==> src/rtl/mask_pkg.sv <==
`default_nettype none
// +--------------------------------------------------------------------------+
// | mask_pkg : shared types/constants for the 2-share masking stage          |
// | Rev 1.0  : initial release                                               |
// +--------------------------------------------------------------------------+
package mask_pkg;

  typedef enum logic [1:0] {
    IDLE = 2'd0,
    RAND = 2'd1,
    OUT  = 2'd2
  } state_t;

  localparam int LFSR_W = 32;
  localparam logic [LFSR_W-1:0] LFSR_TAPS = 32'h8020_0003;
  localparam int MAX_W = 16;

  typedef struct packed {
    logic [MAX_W-1:0] a;
    logic [MAX_W-1:0] b;
  } share_t;

  // Right-shifting Galois step; feedback taps applied when the LSB falls out.
  function automatic logic [LFSR_W-1:0] lfsrNext(input logic [LFSR_W-1:0] s);
    return {1'b0, s[LFSR_W-1:1]} ^ (s[0] ? LFSR_TAPS : {LFSR_W{1'b0}});
  endfunction

endpackage
`default_nettype wire

==> src/rtl/mask_lfsr.sv <==
`default_nettype none
// +--------------------------------------------------------------------------+
// | mask_lfsr : 32-bit Galois LFSR randomness source, advances on step       |
// | Rev 1.0   : initial release                                              |
// +--------------------------------------------------------------------------+
module mask_lfsr
  import mask_pkg::*;
#(
  parameter logic [LFSR_W-1:0] SEED = 32'hACE1_2461
) (
  input  logic              clk,
  input  logic              rst_n,
  input  logic              step,
  output logic [LFSR_W-1:0] state
);

  logic [LFSR_W-1:0] r_state;

  always_ff @(posedge clk or negedge rst_n) begin
    if (!rst_n) begin
      r_state <= SEED;
    end else if (step) begin
      r_state <= lfsrNext(r_state);
    end
  end

  assign state = r_state;

endmodule
`default_nettype wire

==> src/rtl/mask_share_gen.sv <==
`default_nettype none
// +--------------------------------------------------------------------------+
// | mask_share_gen : splits plaintext x,y into Boolean share pairs using     |
// |                  fresh randomness. Optional MASK_LFSR_EN selects an      |
// |                  internal LFSR instead of the rand_* handshake.          |
// | Rev 1.0        : initial release                                         |
// +--------------------------------------------------------------------------+
module mask_share_gen
  import mask_pkg::*;
#(
  parameter int          WIDTH     = 1,
  parameter logic [31:0] LFSR_SEED = 32'hACE1_2461
) (
  input  logic               clk,
  input  logic               rst_n,
  input  logic               in_valid,
  output logic               in_ready,
  input  logic [WIDTH-1:0]   x_i,
  input  logic [WIDTH-1:0]   y_i,
  input  logic               rand_valid,
  output logic               rand_ready,
  input  logic [2*WIDTH-1:0] rand_i,
  output logic               out_valid,
  input  logic               out_ready,
  output logic [WIDTH-1:0]   Ax_o,
  output logic [WIDTH-1:0]   Bx_o,
  output logic [WIDTH-1:0]   Ay_o,
  output logic [WIDTH-1:0]   By_o,
  output logic [15:0]        draws_o
);

  localparam logic [15:0] c_drawsMax = 16'hFFFF;

  state_t             r_state;
  state_t             w_nextState;
  logic [WIDTH-1:0]   r_xHold;
  logic [WIDTH-1:0]   r_yHold;
  logic [WIDTH-1:0]   r_ax;
  logic [WIDTH-1:0]   r_bx;
  logic [WIDTH-1:0]   r_ay;
  logic [WIDTH-1:0]   r_by;
  logic [15:0]        r_draws;
  logic [WIDTH-1:0]   w_rx;
  logic [WIDTH-1:0]   w_ry;
  logic               w_inFire;
  logic               w_randFire;
  logic               w_outFire;

`ifdef MASK_LFSR_EN
  logic [LFSR_W-1:0]  w_lfsrState;
  logic               w_unused;

  mask_lfsr #(
    .SEED (LFSR_SEED)
  ) u_lfsr (
    .clk   (clk),
    .rst_n (rst_n),
    .step  (w_randFire),
    .state (w_lfsrState)
  );

  // Internal source is always ready, so RAND is a single cycle.
  assign w_randFire = (r_state == RAND);
  assign rand_ready = 1'b0;
  assign w_rx       = w_lfsrState[WIDTH-1:0];
  assign w_ry       = w_lfsrState[2*WIDTH-1:WIDTH];
  assign w_unused   = ^{rand_i, rand_valid, w_lfsrState};
`else
  assign w_randFire = (r_state == RAND) && rand_valid;
  assign rand_ready = (r_state == RAND);
  assign w_rx       = rand_i[WIDTH-1:0];
  assign w_ry       = rand_i[2*WIDTH-1:WIDTH];
`endif

  // Handshake outputs are pure state decodes, never fed through from inputs.
  assign in_ready  = (r_state == IDLE);
  assign out_valid = (r_state == OUT);
  assign w_inFire  = in_ready && in_valid;
  assign w_outFire = out_valid && out_ready;

  always_comb begin
    w_nextState = r_state;
    case (r_state)
      IDLE:    if (w_inFire)   w_nextState = RAND;
      RAND:    if (w_randFire) w_nextState = OUT;
      OUT:     if (w_outFire)  w_nextState = IDLE;
      default: w_nextState = IDLE;
    endcase
  end

  always_ff @(posedge clk or negedge rst_n) begin
    if (!rst_n) begin
      r_state <= IDLE;
    end else begin
      r_state <= w_nextState;
    end
  end

  // Plaintext lives only between accept and the draw that masks it.
  always_ff @(posedge clk or negedge rst_n) begin
    if (!rst_n) begin
      r_xHold <= '0;
      r_yHold <= '0;
    end else if (w_inFire) begin
      r_xHold <= x_i;
      r_yHold <= y_i;
    end else if (w_randFire) begin
      r_xHold <= '0;
      r_yHold <= '0;
    end
  end

  always_ff @(posedge clk or negedge rst_n) begin
    if (!rst_n) begin
      r_ax <= '0;
      r_bx <= '0;
      r_ay <= '0;
      r_by <= '0;
    end else if (w_randFire) begin
      r_ax <= r_xHold ^ w_rx;
      r_bx <= w_rx;
      r_ay <= r_yHold ^ w_ry;
      r_by <= w_ry;
    end else if (w_outFire) begin
      r_ax <= '0;
      r_bx <= '0;
      r_ay <= '0;
      r_by <= '0;
    end
  end

  always_ff @(posedge clk or negedge rst_n) begin
    if (!rst_n) begin
      r_draws <= '0;
    end else if (w_randFire && (r_draws != c_drawsMax)) begin
      r_draws <= r_draws + 16'd1;
    end
  end

  assign Ax_o    = r_ax;
  assign Bx_o    = r_bx;
  assign Ay_o    = r_ay;
  assign By_o    = r_by;
  assign draws_o = r_draws;

endmodule
`default_nettype wire

==> config.mk <==
export PLATFORM = sky130hd
export DESIGN_NAME = mask_share_gen
export DESIGN_NICKNAME = d
export VERILOG_FILES = /design/src/rtl/mask_pkg.sv /design/src/rtl/mask_lfsr.sv /design/src/rtl/mask_share_gen.sv
export SDC_FILE = /design/constraint.sdc
export NUM_CORES = 1
export LEC_CHECK = 0
export ABC_AREA = 1
export CAP_MARGIN = 20
export CORE_MARGIN = 3
export CORE_UTILIZATION = 44
export CTS_CLUSTER_DIAMETER = 200
export DETAILED_ROUTE_END_ITERATION = 6
export GPL_ROUTABILITY_DRIVEN = 0
export GPL_TIMING_DRIVEN = 0
export PLACE_DENSITY = 0.73
export SLEW_MARGIN = 40
export SYNTH_ARGS = -nofsm -noshare
export SYNTH_HDL_FRONTEND = slang
export SYNTH_SLANG_ARGS = --single-unit
==> constraint.sdc <==
create_clock -name clk -period 1.28 [get_ports clk]
set_input_delay 0.384 -clock clk [delete_from_list [all_inputs] [get_ports clk]]
set_output_delay 0.384 -clock clk [all_outputs]
set_load 0.05 [all_outputs]
==> metrics.txt <==
post-synthesis sequential area ratio=43.3%; Buf/Inv on CP=2; GRT Max-Usage Layer=met2; failing checks=setup timing; max-cap check violation count=0; CP arrival=~1200 ps; syn nets=about 210; crit-path leading delay family=flip-flops; Setup violations, final=33; synthesized area per cell=between 7 and 8 um2; Max Transition Viols Final=0; HP Class=input port to async pin; Period Utilization, post-route=121%; Cell variety after synth=19; Worst Skew=~15 ps; Critical Path Source Type=flip-flop; Critical Path RT=~900 ps; Global Route met2 Usage=34.5%; DRT iter0 DRCs=91; Syn Std Cell Area=1390 um2; Non-Filler Instances=311; vias post-DR=1,661; CTS tree=done; met1 Use GR=a little over a quarter; yosys warns=0; most common cell after layout, fill and taps aside=nand2_1; Critical Path End Type=output pin; # placed instances=about 270; unrepaired setup endpoints after global routing=true; Tot GR Track Use=20.3%; core area=between 2000 and 3000 um2; P&R area growth vs syn=68.1%; Worst path max stage delay=450 ps; Post-Route WL=about 4600 um; combinational family with the most area after synthesis=simple AND/OR/NAND/NOR gates; Die X=~62 um; Final nets=between 200 and 300; largest net degree at the start of global routing=25; Slew headroom=a little under two thirds; most frequent cells in the layout=nand2_1 (67), buf_6 (29), buf_4 (29); Sink Count=24; total CTS buffers=3; outcome=complete, but fails checks; clk root buf=clkbuf_4; # hold bufs at CTS=0; simple-gate share of the synthesized area=~43%; row cnt=19; DRC=0; total power=about 4.1 mW; Synth Area in Adders=less than 1%; initial antenna violation count=0; IO Count=32; final hold violation count=0; die area=3860 um2; vias in the first global route=between 1,000 and 1,500; Cell Chain, Critical Path=buf_6 > nor2_4 > buf_6; Final Instance Area=between 2000 and 2500 um2; GR Util met3=around 3.4%; area fraction in compound gates after synthesis=between 4 and 5%; leakage=1.11 nW; Routed Antenna Nets=0; first-pass GRT wire length=roughly 6600 um; Worst-Margin Slew=about 550 ps; Yosys top cell by area=dfrtp_1; clock buffer depth=2; Synth Area in XOR/XNOR=1.90%; Pwr Density=roughly 1800 nW/um2; Antenna diodes=0; clk_lat worst skew=330 ps; Port Buf Inserts=31; Period minus WS final=1550 ps; post-synthesis cell count=between 150 and 200; share of post-route cells with drive strength above 1=a little under half; Starting Density=~48%; drt wl/cell=14.7 um; Yosys reg bits=24; pre-CTS WS=-581 ps; Max Clock Freq=644 MHz; Synth area leaders=dfrtp_1 (43%), nand2_1 (22%), nand3_1 (6.5%); CP max FO=3; WHS=roughly 13 ps; final worst slack=-273 ps; die height=~62 um; CP Class=flip-flop to output pin; dpl cell area=around 1800 um2; via/cell ratio=about 5.3; Detail Placement HPWL=around 2500 um; slowest cell on the critical path=dfrtp_1; DR pass1 iterations=4; remaining global-route overflow=0; most frequent cell on the critical path=buf_6; CTS H-Tree Depth=1; VDD IR-drop max=between 1.5 and 2 mV; top cell type's share of synthesized area=43.3%; post-synthesis mux area share=0%; CTS clk-pin slew, worst paths=around 150 ps
[through the flow]
step,TNS (ps),utilization (%)
floorplan,-2750,-
global placement,-25110,63.2
detailed placement,-15220,63.1
CTS,-2500,74.2
global route,-4540,81.0
finish,-2600,81.0
[final cells by class]
type / instances / area, um2
well taps: 42 / 52.6
inverters: 23 / 86.3
plain buffers: 1 / 11.3
clock buffers: 4 / 26.3
multi-input cells: 151 / 910
repair buffers: 66 / 622
flip-flops and latches: 24 / 622
fillers: 185 / 547
[synth_stat cells, drive strengths merged]
| cell | count |
|---|---|
| nand4 | 5 |
| buf | 1 |
| dfrtp | 24 |
| inv | 23 |
| nand3b | 3 |
| o31ai | 4 |
| o21ai | 5 |
| nand2 | 82 |
| ha | 1 |
| nand3 | 19 |
| nor2 | 27 |
| xnor2 | 3 |
| nor3 | 1 |
[final timing paths]
kind	start	to	slack, ps	cells past startpoint
worst min register to register	Bx_o$_DFFE_PN0P_	Bx_o$_DFFE_PN0P_	540	2
min in group clk	rand_valid	r_state[0]$_DFFE_PN0P_	460	2
worst max-delay path	r_state[1]$_DFFE_PN0P_	in_ready	-270	3
worst min-delay path	rst_n	draws_o[5]$_DFFE_PN0P_	10	1
max in group asynchronous	rst_n	draws_o[0]$_DFFE_PN0P_	860	1
worst max register to register	draws_o[7]$_DFFE_PN0P_	draws_o[0]$_DFFE_PN0P_	-90	7
[flip-flops by register name (all words and copies together) (netlist names)]
name / cells
Ax_o: 1
r_yHold: 1
r_xHold: 1
Ay_o: 1
draws_o: 16
r_state: 2
By_o: 1
Bx_o: 1
[cell families (layout without fill, tap and decap cells)]
family,after synthesis,count (layout)
AND/OR/NAND/NOR,137,138
adder cells (fa/ha/maj),1,1
AO/OA/AOI/OAI,9,9
flip-flops,24,24
buffers and inverters,24,94
XOR/XNOR,3,3
[per-layer routing]
layer  vias up  routed length [um]
met3        19                 221
met5         -                   0
li1        765                   -
met2        64                2280
met1       813                1890
met4         0                 171
[power by group]
group          internal [mW]  total [mW]  switching [mW]
logic                   1.05        2.47            1.43
clock network          0.122       0.369           0.246
registers              0.974        1.26           0.286
[timing repair]
action | CTS | global route
pin swaps | 13 | 16
buffers inserted | 25 | 10
cloned | 1 | 0
resized for setup | 181 | 38
setup endpoints to repair | 37 | 40
Note: power is estimated with default switching activity, not from simulation.
